<file path="src/rtl/genesis_pad_scanner.sv">
// genesis_pad_scanner
//
// Autonomous reader for a SEGA Genesis 3-/6-button pad on the DB-9 port.
// The scanner drives the select line itself and repeats one frame at a time:
//   1. an idle poll gap with select held high;
//   2. a train of select half-phases (8 for the 6-button sequence, 2 otherwise),
//      with the pins sampled on the last cycle of each relevant phase;
//   3. a single evaluation cycle that debounces whole frames before
//      publishing them.
// The 6-button pad announces itself on the third select-low phase (P4) by
// pulling all four direction pins low. On the following high phase (P5) it
// reports Z/Y/X/Mode on those pins.
//
// Ports
//   clk          system clock, all logic on posedge
//   reset        asynchronous active-low reset
//   pad_up..pad_tr  raw DB-9 inputs, active-low, asynchronous
//   pad_select   registered select drive (pin 7)
//   buttons_out  debounced buttons, 1 = pressed
//                [0]Up [1]Down [2]Left [3]Right [4]A [5]Start
//                [6]Z [7]Y [8]X [9]B [10]C [11]Mode
//   pad_present  pad detected in the last accepted frame
//   six_button   6-button pad detected in the last accepted frame
//   frame_valid  one-cycle pulse after every completed frame
module genesis_pad_scanner #(
  parameter int SEL_HALF_CYCLES = 500,
  parameter int POLL_CYCLES     = 800000,
  parameter int DEBOUNCE_FRAMES = 2,
  parameter int ENABLE_6BTN     = 1
) (
  input  logic        clk,
  input  logic        reset,
  input  logic        pad_up,
  input  logic        pad_down,
  input  logic        pad_left,
  input  logic        pad_right,
  input  logic        pad_tl,
  input  logic        pad_tr,
  output logic        pad_select,
  output logic [11:0] buttons_out,
  output logic        pad_present,
  output logic        six_button,
  output logic        frame_valid
);

  localparam int NPH    = (ENABLE_6BTN != 0) ? 8 : 2;
  localparam int IDLE_W = (POLL_CYCLES > 1) ? $clog2(POLL_CYCLES) : 1;
  localparam int PH_W   = $clog2(SEL_HALF_CYCLES);
  localparam int IDX_W  = $clog2(NPH);
  localparam int CNT_W  = $clog2(DEBOUNCE_FRAMES + 1);

  localparam logic [IDLE_W-1:0] IDLE_LAST = IDLE_W'(POLL_CYCLES - 1);
  localparam logic [PH_W-1:0]   PH_LAST   = PH_W'(SEL_HALF_CYCLES - 1);
  localparam logic [IDX_W-1:0]  IDX_LAST  = IDX_W'(NPH - 1);
  localparam logic [CNT_W-1:0]  CNT_MAX   = CNT_W'(DEBOUNCE_FRAMES);

  typedef enum logic [1:0] {
    ST_IDLE  = 2'd0,
    ST_PHASE = 2'd1,
    ST_EVAL  = 2'd2
  } state_t;

  state_t              state, state_nx;
  logic [IDLE_W-1:0]   idle_cnt, idle_cnt_nx;
  logic [PH_W-1:0]     phase_cnt, phase_cnt_nx;
  logic [IDX_W-1:0]    phase_idx, phase_idx_nx;
  logic                sel_nx;
  logic                sample_en;
  logic                eval_en;

  // pins packed as {tr, tl, right, left, down, up}, still active-low
  logic [5:0]          pins_p0, pins_p1;

  // per-phase captures, active-high
  logic                s_a, s_start, s_present;
  logic                s_up, s_down, s_left, s_right, s_b, s_c;
  logic                s_six_ind;
  logic                s_z, s_y, s_x, s_mode;

  // candidate packed as {six, present, buttons[11:0]}
  logic [13:0]         cand, prev_cand;
  logic [CNT_W-1:0]    match_cnt, match_nx, cnt_inc;

  // ---- stage p0/p1: two-flop synchronizer for the raw pad pins
  always_ff @(posedge clk) begin
    pins_p0 <= {pad_tr, pad_tl, pad_right, pad_left, pad_down, pad_up};
    pins_p1 <= pins_p0;
  end

  // ---- sequencing FSM
  always_comb begin
    state_nx     = state;
    idle_cnt_nx  = idle_cnt;
    phase_cnt_nx = phase_cnt;
    phase_idx_nx = phase_idx;
    sample_en    = 1'b0;
    eval_en      = 1'b0;
    case (state)
      ST_IDLE: begin
        if (idle_cnt == IDLE_LAST) begin
          state_nx     = ST_PHASE;
          idle_cnt_nx  = '0;
          phase_cnt_nx = '0;
          phase_idx_nx = '0;
        end else begin
          idle_cnt_nx = idle_cnt + IDLE_W'(1);
        end
      end
      ST_PHASE: begin
        if (phase_cnt == PH_LAST) begin
          sample_en    = 1'b1;
          phase_cnt_nx = '0;
          if (phase_idx == IDX_LAST) begin
            state_nx     = ST_EVAL;
            phase_idx_nx = '0;
          end else begin
            phase_idx_nx = phase_idx + IDX_W'(1);
          end
        end else begin
          phase_cnt_nx = phase_cnt + PH_W'(1);
        end
      end
      ST_EVAL: begin
        eval_en     = 1'b1;
        state_nx    = ST_IDLE;
        idle_cnt_nx = '0;
      end
      default: begin
        state_nx = ST_IDLE;
      end
    endcase
    // select follows the state being entered so the pin is a clean register;
    // even phases drive it low, odd phases and idle drive it high
    sel_nx = (state_nx == ST_PHASE) ? phase_idx_nx[0] : 1'b1;
  end

  always_ff @(posedge clk or negedge reset) begin
    if (!reset) begin
      state      <= ST_IDLE;
      idle_cnt   <= '0;
      phase_cnt  <= '0;
      phase_idx  <= '0;
      pad_select <= 1'b1;
    end else begin
      state      <= state_nx;
      idle_cnt   <= idle_cnt_nx;
      phase_cnt  <= phase_cnt_nx;
      phase_idx  <= phase_idx_nx;
      pad_select <= sel_nx;
    end
  end

  // ---- stage p2: per-phase sampling of the synchronized pins
  always_ff @(posedge clk) begin
    if (sample_en) begin
      if (int'(phase_idx) == 0) begin
        s_a       <= ~pins_p1[4];
        s_start   <= ~pins_p1[5];
        s_present <= ~pins_p1[2] & ~pins_p1[3];
      end
      if (int'(phase_idx) == 1) begin
        s_up    <= ~pins_p1[0];
        s_down  <= ~pins_p1[1];
        s_left  <= ~pins_p1[2];
        s_right <= ~pins_p1[3];
        s_b     <= ~pins_p1[4];
        s_c     <= ~pins_p1[5];
      end
      if ((ENABLE_6BTN != 0) && (int'(phase_idx) == 4)) begin
        s_six_ind <= ~|pins_p1[3:0];
      end
      if ((ENABLE_6BTN != 0) && (int'(phase_idx) == 5)) begin
        s_z    <= ~pins_p1[0];
        s_y    <= ~pins_p1[1];
        s_x    <= ~pins_p1[2];
        s_mode <= ~pins_p1[3];
      end
    end
  end

  // Candidate assembly: a missing pad reads as all zeros, and a 3-button pad
  // never reports the 6-button-only bits.
  always_comb begin
    cand = '0;
    if (s_present) begin
      cand[0]  = s_up;
      cand[1]  = s_down;
      cand[2]  = s_left;
      cand[3]  = s_right;
      cand[4]  = s_a;
      cand[5]  = s_start;
      cand[9]  = s_b;
      cand[10] = s_c;
      cand[12] = 1'b1;
      if ((ENABLE_6BTN != 0) && s_six_ind) begin
        cand[6]  = s_z;
        cand[7]  = s_y;
        cand[8]  = s_x;
        cand[11] = s_mode;
        cand[13] = 1'b1;
      end
    end
  end

  // Saturating run-length of identical frames; a changed frame restarts at 1.
  always_comb begin
    cnt_inc  = (match_cnt == CNT_MAX) ? CNT_MAX : match_cnt + CNT_W'(1);
    match_nx = (cand == prev_cand) ? cnt_inc : CNT_W'(1);
  end

  // ---- stage p3: frame evaluation and output publication
  always_ff @(posedge clk or negedge reset) begin
    if (!reset) begin
      prev_cand   <= '0;
      match_cnt   <= '0;
      buttons_out <= '0;
      pad_present <= 1'b0;
      six_button  <= 1'b0;
      frame_valid <= 1'b0;
    end else begin
      frame_valid <= eval_en;
      if (eval_en) begin
        prev_cand <= cand;
        match_cnt <= match_nx;
        if (match_nx == CNT_MAX) begin
          buttons_out <= cand[11:0];
          pad_present <= cand[12];
          six_button  <= cand[13];
        end
      end
    end
  end

endmodule

</file>
<file path="config.mk">
export PLATFORM = sky130hd
export DESIGN_NAME = genesis_pad_scanner
export DESIGN_NICKNAME = d
export VERILOG_FILES = /design/src/rtl/genesis_pad_scanner.sv
export SDC_FILE = /design/constraint.sdc
export NUM_CORES = 1
export LEC_CHECK = 0
export CORE_MARGIN = 2
export CORE_UTILIZATION = 40
export CTS_BUF_LIST = sky130_fd_sc_hd__clkbuf_16
export DETAILED_ROUTE_END_ITERATION = 12
export PLACE_DENSITY = 0.57
export SYNTH_ARGS = -nofsm -noshare
export SYNTH_HDL_FRONTEND = slang
export SYNTH_SLANG_ARGS = --single-unit
</file>
<file path="constraint.sdc">
create_clock -name clk -period 5.6 [get_ports clk]
set_input_delay 1.12 -clock clk [delete_from_list [all_inputs] [get_ports clk]]
set_output_delay 1.12 -clock clk [all_outputs]
set_load 0.005 [all_outputs]
</file>
### After elaboration in Yosys (flattened, before gate mapping)

Cells that the tools add are included.

| word-level totals | value |
|---|---|
| register bits after elaboration | 92 |
| logic and storage cells | 89 |
| output and inout bits | 16 |

| cells by class | value |
|---|---|
| bitwise operators | 7 |
| eq/ne operators | 14 |
| add/subtract/negate cells | 4 |
| reduce and logical (&&, ||, !) cells | 13 |
| muxes and demuxes | 23 |

Operator list:

| operator | count |
|---|---|
| $pmux 20 s2 | 1 |
| $add 20x1->20 const B | 1 |
| $eq 20x20->1 const B | 1 |
| $mux 20 | 1 |
| $mux 9 | 2 |
| $pmux 9 s2 | 1 |
| $eq 14x14->1 | 1 |
| $mux 14 | 1 |
| $mux 3 | 4 |
| $reduce_and 2->1 | 6 |
| $mux 2 | 5 |
| $add 9x1->9 const B | 1 |
| $eq 3x3->1 const B | 3 |
| $eq 9x9->1 const B | 1 |
| $eq 2x2->1 const B | 3 |
| $mux 1 | 6 |
| $not 1->1 | 6 |
| $pmux 3 s2 | 1 |
| $eq 2x1->1 const B | 2 |
| $ne 2x2->1 const B | 2 |
| $pmux 2 s2 | 1 |
| $reduce_bool 2->1 | 2 |
| $reduce_or 4->1 | 1 |
| $add 3x1->3 const B | 1 |
| other kinds (7) | 7 |

### Logic depth before layout (Yosys ltp)

Gate-level depths: netlist of the first run.

| logic depth | value |
|---|---|
| depth in word-level cells | 6 |
| gate-level depth with buffers | 9 |
| mapped depth without buffers | 7 |

### Worst setup path after synthesis of the first run

No wires, ideal clock.

| timing path | value |
|---|---|
| kind | reg2reg |
| start point | register prev_cand[0] |
| end point | register buttons_out[3] |
| setup time | 0.128 ns |
| stages on the path, launching flop included | 7 |
| path slack | 3.383 ns |
| data arrival time | 2.090 ns |
| required time | 5.472 ns |
| cell sequence | dfrtp_1 -> or4_1 -> o22ai_1 -> nand3_1 -> nor4_4 -> buf_6 -> mux2_1 |

| between the ends | value |
|---|---|
| word-level cells in the longest chain between the ends | 4 |

Ends and longest elaborated chain:

| what | RTL line | source |
|---|---|---|
| start, declared | 81 | `logic [13:0] cand, prev_cand;` |
| start signal, assigned | 223 | `prev_cand <= cand;` |
| $eq 14x14->1 | 208 | `match_nx = (cand == prev_cand) ? cnt_inc : CNT_W'(1);` |
| $mux 2 | 208 |  |
| $eq 2x2->1 | 225 | `if (match_nx == CNT_MAX) begin` |
| $reduce_and 2->1 (no line) | n/a |  |
| end signal, assigned | 226 | `buttons_out <= cand[11:0];` |
| end, declared | 40 | `output logic [11:0] buttons_out,` |

Every way passes these cells.
A chain may end at the register's enable or synchronous reset.

### Final worst setup path of the first run

| timing path | value |
|---|---|
| start point | register state[1] |
| end point | register pad_present |

| between the ends | value |
|---|---|
| word-level cells in the longest chain between the ends | 3 |

Ends and longest elaborated chain:

| what | RTL line | source |
|---|---|---|
| start, declared | 63 | `state_t state, state_nx;` |
| start signal, assigned | 145 | `state <= state_nx;` |
| $eq 2x2->1 | 98 | `case (state)` |
| $mux 1 | 98 |  |
| $reduce_and 2->1 (no line) | n/a |  |
| end signal, assigned | 227 | `pad_present <= cand[12];` |
| end, declared | 41 | `output logic pad_present,` |

Every way passes these cells.

==> out/results.txt, run 1 <==
status: finished, final reports clean
Post-synth EDFFs: 14
register area share after synthesis: 0.549
Worst-Margin Slew: 1010 ps
dpl hpwl: 5.44 mm
1st-pass router iterations: 4
first-pass GRT wire length: 13.7 mm
DRT Wirelength: 8.12 mm
clock group share of total power: 0.477
commonest non-fill, non-tap cells in the layout: 65 x dfrtp_1, 60 x nand2_1, 25 x o21ai_0
Synth area leader: dfrtp_1
Max Cap Viol: 0
Post-Place Setup Slack: 2600 ps
Worst-Skew Late Latency: 340 ps
predominant post-synthesis flop cell: dfrtp_1
I/O pin count: 24
cells after synthesis: 405
initial core utilization: 0.410
Crit path max-delay family: simple AND/OR/NAND/NOR gates
CTS Root Buffer Type: clkbuf_16
PD cells: 275 nW/um^2
main area contributors after synthesis: dfrtp_1 39%, edfxtp_1 10%, dfxtp_1 5.7%, nand2_1 5.3%, o21ai_0 3.0%
drt wl/cell: 14.3 um
CTS tree: yes
vias in the first global route: 2764
final setup TNS: 0 ps
via count: 2940
maximum VDD drop: 0.000125 V
die height: 107 um
CP Capture Type: flip-flop
Critical Path AT: 3250 ps
synthesized cell area: 4210 um^2
final hold violation count: 0
violation count after the first detailed-route iteration: 173
Die Area: 11400 um^2
Port Buffers: 23
sw frac: 0.218
vias per cell: 5.18
Power, Total: 1.34 mW
Final GP Congestion: 0.858
final hold slack: 326 ps
RSZ-0062 raised after global routing: no
HP Class: reg -> reg
gr ovfl total: 0
area grow syn2layout: 15.4%
Synth top area share: 0.386
largest buffer count on any clock path: 2
Int Pwr: 1.05 mW
initial antenna violation count: 0
Avg Cell Area, Syn: 10.4 um^2
Final WS setup: 2570 ps
commonest non-fill, non-tap cell in the layout: dfrtp_1
Seq cells post-synth: 92
cell leakage power: 2.06 nW
Clk pin slew, worst setup/hold paths: 70 ps
worst rel slew slack: 0.320
Gate power share: 0.012
# hold bufs at CTS: 0
critical path type: reg -> reg
Diodes inserted: 0
Setup Fix Bufs, Post-CTS: 0
number of nets in the layout: 442
Site Rows: 37
Largest stage delay, worst path: 790 ps
Synth cell types: 50
TritonCTS Sinks: 92
final worst path period need: 3030 ps
CP max FO: 16
largest net degree at the start of global routing: 67
Final Max Slew Viols: 0
achievable frequency: 330 MHz
worst path bufs/invs: 0
CTS H-Tree Depth: 3
DIE WIDTH: 107 um
P_sw: 0.291 mW
post_cts resized: 0
Setup crit start kind: flip-flop
CP cell instances: nand2b_1 -> a221oi_1 -> nor2b_1 -> nand3_1 -> nor4_4 -> mux2_2
Slowest cell on crit path: nor4_4
Mapped Nets: 420
post-synthesis async set-or-reset flop share: 0.717
Num CTS Buffers: 9
Overall Global Routing Usage: 0.152
period utilisation layout: 0.540
layout cells sized above 1: 0.0833
clock skew: 11.9 ps
core area: 10300 um^2
Flop pwr share: 0.511
critical path data required time: 5830 ps
# fillers: 974
post-route ant nets: 0
Yosys warning count: 0
Final setup viols: 0
Residual DRC: 0
[state kept, by name, summed over array words and instances (netlist names), 2 cells and up]
| name | count |
|---|---|
| buttons_out | 12 |
| phase_cnt | 9 |
| prev_cand | 14 |
| match_cnt | 2 |
| pins_p1 | 6 |
| idle_cnt | 20 |
| phase_idx | 3 |
| state | 2 |
| pins_p0 | 6 |
[power groups by stage]
| stage | logic, mW | clock network [mW] | registers (mW) |
|---|---|---|---|
| 2_1_floorplan | 0.00120 | 0 | 0.696 |
| 3_3_place_gp | 0.0165 | 0 | 0.696 |
| 3_5_place_dp | 0.0167 | 0 | 0.697 |
| 4_1_cts | 0.0166 | 0.654 | 0.683 |
| 5_1_grt | 0.0184 | 0.678 | 0.683 |
| 6_report | 0.0157 | 0.638 | 0.683 |
[cell families after synthesis]
kind of cell,after synthesis,share of synthesized area
compound gates,73,0.113
fa+ha+maj,7,0.0208
simple gates,163,0.196
flops,92,0.549
buf+inv,36,0.0377
xor+xnor,6,0.0125
mux,28,0.0713
[worst reg2reg max path, delay by kind of cell (launching register included)]
kind,cells,cell delay (ps)
AO/OA/AOI/OAI,1,360
flip-flops,1,610
AND/OR/NAND/NOR,4,1530
multiplexers,1,420
[area by class of cell]
type	instances	area (um^2)	share of cell area
Clock buffer	9	225	0.0463
Clock inverter	7	90.1	0.0185
Inverter	22	82.6	0.0170
Multi-Input combinational cell	277	1740	0.358
Sequential cell	92	2310	0.476
Tap cell	136	170	0.0350
Timing Repair Buffer	25	240	0.0494
[per-layer routing]
layer / GRT usage / vias up / wire length (um)
li1: - / 1482 / -
met2: 0.230 / 37 / 3560
met5: 0 / - / 0
met3: 0.0310 / 8 / 268
met4: 0.0547 / 0 / 98
met1: 0.216 / 1413 / 4190
[metrics by stage]
| stage | area (um^2) | utilization | instances |
|---|---|---|---|
| floorplan | 4210 | - | 405 |
| global placement | 4550 | 0.443 | 552 |
| global route | 4860 | 0.473 | 568 |
| detailed placement | 4550 | 0.443 | 552 |
| CTS | 4860 | 0.473 | 568 |
| finish | 4860 | 0.473 | 568 |
[Yosys cell counts (8+ instances only)]
master	number
nor2_1	23
a21oi_1	8
nand3_1	24
nand2_1	60
and3_1	9
o21ai_0	25
nor3_1	9
dfxtp_1	12
nand2b_1	8
dfrtp_1	65
inv_1	22
edfxtp_1	14
mux2i_1	12
mux2_2	10
clkbuf_1	10
[final timing paths]
kind / from / end / cells past startpoint / slack, ps
max in group asynchronous: reset / idle_cnt[10] / 2 / 4070
worst max register to register: state[1] / pad_present / 6 / 2570
worst min register to register: pins_p0[0] / pins_p1[0] / 0 / 330
worst max-delay path: state[1] / pad_present / 6 / 2570
min in group asynchronous: reset / frame_valid / 2 / 960
worst min-delay path: pins_p0[0] / pins_p1[0] / 0 / 330
(Power assumes the default switching activity.)
==> inputs of run 2 (changes only) <==
==> constraint.sdc (replaced) <==
create_clock -name clk -period 2.8 [get_ports clk]
set_input_delay 0.56 -clock clk [delete_from_list [all_inputs] [get_ports clk]]
set_output_delay 0.56 -clock clk [all_outputs]
set_load 0.005 [all_outputs]
==> out/results.txt, run 2 (synthesis results as in run 1) <==
Register-to-Register Path Depth: 7 (was 6)
achievable frequency: 428 MHz (was 330 MHz)
Clk pin slew, worst setup/hold paths: 70 ps (about the same)
layout cells sized above 1: 0.0959 (was 0.0833)
Worst-Skew Late Latency: 340 ps (about the same)
CP Capture Type: flip-flop (unchanged)
final hold violation count: 0 (unchanged)
CTS Root Buffer Type: clkbuf_16 (unchanged)
Worst-Margin Slew: 829 ps (was 1010 ps)
dpl hpwl: 5.42 mm (was 5.44 mm)
first-pass GRT wire length: 13.4 mm (was 13.7 mm)
RSZ-0062 raised after global routing: no (unchanged)
vias per cell: 5.22 (was 5.18)
number of nets in the layout: 448 (was 442)
die height: 107 um (unchanged)
largest buffer count on any clock path: 2 (unchanged)
Final WS setup: 463 ps (was 2570 ps)
Final setup viols: 0 (unchanged)
Diodes inserted: 0 (unchanged)
Post-Place Setup Slack: 469 ps (was 2600 ps)
status: finished, final reports clean (unchanged)
violation count after the first detailed-route iteration: 162 (was 173)
via count: 2999 (was 2940)
drt wl/cell: 13.7 um (was 14.3 um)
commonest non-fill, non-tap cell in the layout: dfrtp_1 (unchanged)
largest registers: idle_cnt (20), prev_cand (14), buttons_out (12) (unchanged)
core area: 10300 um^2 (unchanged)
I/O pin count: 24 (unchanged)
period utilisation layout: 0.835 (was 0.540)
Port Buffers: 23 (unchanged)
critical path type: reg -> reg (unchanged)
HP Start: pins_p0[0] (unchanged)
Num CTS Buffers: 9 (unchanged)
critical path data required time: 3020 ps (was 5830 ps)
HP Class: reg -> reg (unchanged)
final worst path period need: 2340 ps (was 3030 ps)
CTS tree: yes (unchanged)
Critical Path AT: 2560 ps (was 3250 ps)
TritonCTS Sinks: 92 (unchanged)
initial core utilization: 0.410 (unchanged)
# hold bufs at CTS: 0 (unchanged)
max reg flops: 20 (unchanged)
Final GP Congestion: 0.826 (was 0.858)
Setup Fix Bufs, Post-CTS: 0 (unchanged)
final hold slack: 330 ps (was 326 ps)
final setup TNS: 0 ps (unchanged)
1st-pass router iterations: 4 (unchanged)
post-route ant nets: 0 (unchanged)
DRT Wirelength: 7.88 mm (was 8.12 mm)
maximum VDD drop: 0.000267 V (was 0.000125 V)
worst rel slew slack: 0.447 (was 0.320)
CTS H-Tree Depth: 3 (unchanged)
r2r startpoint: s_present (was state[1])
clock skew: 8.60 ps (was 11.9 ps)
hold path depth: 0 (unchanged)
area grow syn2layout: 16.2% (was 15.4%)
cell leakage power: 2.08 nW (was 2.06 nW)
Overall Global Routing Usage: 0.148 (was 0.152)
Residual DRC: 0 (unchanged)
gr ovfl total: 0 (unchanged)
PD cells: 529 nW/um^2 (was 275 nW/um^2)
R2R Path End: buttons_out[2] (was pad_present)
commonest non-fill, non-tap cells in the layout: 65 x dfrtp_1, 60 x nand2_1, 25 x o21ai_0 (unchanged)
Power, Total: 2.59 mW (was 1.34 mW)
largest net degree at the start of global routing: 67 (unchanged)
Setup crit start kind: flip-flop (unchanged)
Max Cap Viol: 0 (unchanged)
Final Max Slew Viols: 0 (unchanged)
DIE WIDTH: 107 um (unchanged)
Util after Layout: 0.476 (was 0.473)
R2R setup slack: 460 ps (was 2570 ps)
post_cts resized: 0 (unchanged)
vias in the first global route: 2725 (was 2764)
Die Area: 11400 um^2 (unchanged)
initial antenna violation count: 0 (unchanged)
Hold EP: pins_p1[0] (unchanged)
Site Rows: 37 (unchanged)
Most flops, register: idle_cnt (unchanged)
CP max FO: 22 (was 16)
[run 2: changes by cell type in the layout (fill, tap and decap cells not counted)]
cell	delta
buf_4	+6
bufinv_16	-1
clkinv_4	+1
clkinv_8	+1
inv_6	-1
[run 2: power by group]
part           switching [mW]  internal (mW)
registers             0.00327           1.36
logic                  0.0210        0.00947
clock network           0.559          0.635
total                   0.584           2.01
[run 2: worst max-delay path by stage]
stage	from	to	slack (ps)
after global placement	s_present	buttons_out[0]	520
after global routing	s_present	pad_present	300
final	s_present	buttons_out[2]	460
after floorplan	prev_cand[0]	buttons_out[3]	580
after CTS	s_present	buttons_out[2]	450
after detailed placement	s_present	buttons_out[2]	470
[run 2: final cells by class]
class	count	area (um^2)
inverter	22	82.6
multi-input combinational	277	1740
fill	998	5380
timing repair buffer	31	285
clock buffer	9	225
tap	136	170
clock inverter	7	76.3
sequential	92	2310
[run 2: stage by stage]
stage	instances	area [um^2]
6_report	574	4890
5_1_grt	574	4890
4_1_cts	574	4890
3_5_place_dp	558	4590
3_3_place_gp	558	4590
2_1_floorplan	405	4210
[run 2: per-layer routing]
metal  share of wire  global-route usage
met5               0                   0
met1            0.51               0.214
met2            0.44               0.217
met3           0.030              0.0286
met4           0.018              0.0640
[run 2: critical path: stages, from the launching register on]
cell	delay, ps
edfxtp_1	640
nand2_1	230
nor2_1	70
o32ai_1	220
nand2_1	170
nor4_4	320
buf_4	230
mux2_2	340
==> inputs of run 3 (changes only) <==
--- a/config.mk
+++ b/config.mk
@@ -9,7 +9,7 @@
 export CORE_UTILIZATION = 40
 export CTS_BUF_LIST = sky130_fd_sc_hd__clkbuf_16
 export DETAILED_ROUTE_END_ITERATION = 12
-export PLACE_DENSITY = 0.57
+export PLACE_DENSITY = 0.59
 export SYNTH_ARGS = -nofsm -noshare
 export SYNTH_HDL_FRONTEND = slang
 export SYNTH_SLANG_ARGS = --single-unit
==> constraint.sdc (replaced) <==
create_clock -name clk -period 1.96 [get_ports clk]
set_input_delay 0.392 -clock clk [delete_from_list [all_inputs] [get_ports clk]]
set_output_delay 0.392 -clock clk [all_outputs]
set_load 0.005 [all_outputs]
==> out/results.txt, run 3 (synthesis results as in run 1) <==
status: finished with violations (was finished, final reports clean)
failing checks: setup timing
via count: 3300 (was 2999)
CP max FO: 9 (was 22)
PD cells: 635 nW/um^2 (was 529 nW/um^2)
Critical Path AT: 2270 ps (was 2560 ps)
commonest non-fill, non-tap cells in the layout: 64 x dfrtp_1, 64 x buf_4, 57 x nand2_1 (was 65 x dfrtp_1, 60 x nand2_1, 25 x o21ai_0)
I/O pin count: 24 (unchanged)
achievable frequency: 488 MHz (was 428 MHz)
Clk pin slew, worst setup/hold paths: 70 ps (about the same)
Most flops, register: idle_cnt (unchanged)
DIE WIDTH: 107 um (unchanged)
layout cells sized above 1: 0.281 (was 0.0959)
Int Pwr: 2.82 mW (was 2.01 mW)
CP Capture Type: flip-flop (unchanged)
# hold bufs at CTS: 0 (unchanged)
Diodes inserted: 0 (unchanged)
Gate power share: 0.014 (was 0.012)
worst rel slew slack: 0.663 (was 0.447)
Final Max Slew Viols: 0 (unchanged)
Worst-Margin Slew: 500 ps (was 829 ps)
# fillers: 924 (was 998)
HP Class: in -> async (was reg -> reg)
clock group share of total power: 0.438 (was 0.461)
RSZ-0062 raised after global routing: yes (was no)
sw frac: 0.209 (was 0.225)
largest net degree at the start of global routing: 34 (was 67)
max reg flops: 20 (unchanged)
Overall Global Routing Usage: 0.171 (was 0.148)
Die Area: 11400 um^2 (unchanged)
Final WS setup: -88.7 ps (was 463 ps)
first-pass GRT wire length: 15.6 mm (was 13.4 mm)
violation count after the first detailed-route iteration: 156 (was 162)
Max Cap Viol: 0 (unchanged)
Site Rows: 37 (unchanged)
final setup TNS: -811 ps (was 0 ps)
cell leakage power: 2.46 nW (was 2.08 nW)
Final setup viols: 14 (was 0)
vias in the first global route: 3252 (was 2725)
DRT Wirelength: 8.98 mm (was 7.88 mm)
Power, Total: 3.57 mW (was 2.59 mW)
CTS tree: yes (unchanged)
P_sw: 0.747 mW (was 0.584 mW)
TritonCTS Sinks: 92 (unchanged)
initial core utilization: 0.410 (unchanged)
CTS Root Buffer Type: clkbuf_16 (unchanged)
dpl hpwl: 6.14 mm (was 5.42 mm)
largest buffer count on any clock path: 2 (unchanged)
post-route ant nets: 0 (unchanged)
initial antenna violation count: 0 (unchanged)
Final GP Congestion: 0.830 (was 0.826)
Residual DRC: 0 (unchanged)
Worst-Skew Late Latency: 330 ps (was 340 ps)
1st-pass router iterations: 4 (unchanged)
Post-Place Cell Area: 5010 um^2 (was 4590 um^2)
CTS H-Tree Depth: 3 (unchanged)
clock skew: 7.40 ps (was 8.60 ps)
Flop pwr share: 0.547 (was 0.527)
Port Buffers: 23 (unchanged)
critical path data required time: 2180 ps (was 3020 ps)
period utilisation layout: 1.05 (was 0.835)
maximum VDD drop: 0.000368 V (was 0.000267 V)
critical path type: reg -> reg (unchanged)
largest registers: idle_cnt (20), prev_cand (14), buttons_out (12) (unchanged)
area grow syn2layout: 33.3% (was 16.2%)
die height: 107 um (unchanged)
final hold violation count: 0 (unchanged)
gr ovfl total: 0 (unchanged)
number of nets in the layout: 512 (was 448)
Design Area, Final: 5620 um^2 (was 4890 um^2)
vias per cell: 5.17 (was 5.22)
Num CTS Buffers: 9 (unchanged)
final worst path period need: 2050 ps (was 2340 ps)
core area: 10300 um^2 (unchanged)
Setup crit start kind: flip-flop (unchanged)
drt wl/cell: 14.1 um (was 13.7 um)
[run 3: changes by cell type in the layout (fill, tap and decap cells not counted), sizes merged]
| cell | change |
|---|---|
| buf | +63 |
| inv | -2 |
| bufbuf | +1 |
| clkinv | +1 |
| clkinvlp | +1 |
[run 3: critical path: stages, from the launching register on]
cell	delay, ps
dfrtp_1	380
or4_4	540
o22ai_4	160
nand3_2	120
nor4_4	220
buf_6	180
mux2_2	330
[run 3: metal layers]
metal / wire length [um] / share of wire / vias to the layer above / track usage
li1: - / - / 1628 / -
met1: 4170 / 0.46 / 1614 / 0.227
met2: 4450 / 0.50 / 49 / 0.283
met3: 261 / 0.029 / 9 / 0.0401
met4: 93 / 0.010 / 0 / 0.0399
met5: 0 / 0 / - / 0
[run 3: worst paths after layout]
kind,startpoint,endpoint,slack [ps],cells past startpoint
worst max-delay path,prev_cand[0],pad_present,-90,6
worst min-delay path,reset,frame_valid,8,1
worst max register to register,prev_cand[0],pad_present,-90,6
worst min register to register,pins_p0[4],pins_p1[4],330,0
max in group asynchronous,reset,pad_select,1330,2
min in group clk,pins_p0[4],pins_p1[4],330,0
[run 3: layout make-up]
class,count,area [um^2],share of cell area
Sequential cell,92,2310,0.412
Multi-Input combinational cell,277,1920,0.342
Timing Repair Buffer,95,860,0.153
Clock buffer,9,225,0.0401
Tap cell,136,170,0.0303
Inverter,22,82.6,0.0147
Clock inverter,7,45.0,0.00802
[run 3: stage by stage]
stage,hold slack (ps),std cells,utilization,worst slack [ps]
6_report,7.74,638,0.547,-88.7
5_1_grt,34.3,638,0.547,-224
4_1_cts,17.0,633,0.530,-103
3_5_place_dp,312,608,0.488,-178
3_3_place_gp,310,608,0.488,-126
2_1_floorplan,96.4,405,-,-214
[run 3: repair_timing]
| action | in CTS | in global routing |
|---|---|---|
| pin swaps | 7 | 10 |
| gates resized for setup | 15 | 32 |
| buffers inserted | 7 | 5 |
| setup endpoints to repair | 26 | 37 |
| cloned | 2 | 0 |
[run 3: power by group through the flow]
stage	Combinational [mW]	Sequential (mW)	Clock, mW
6_report	0.0506	1.95	1.56
5_1_grt	0.0592	1.95	1.69
4_1_cts	0.0543	1.95	1.61
3_5_place_dp	0.0540	1.99	0
3_3_place_gp	0.0532	1.99	0
2_1_floorplan	0.00344	1.99	0
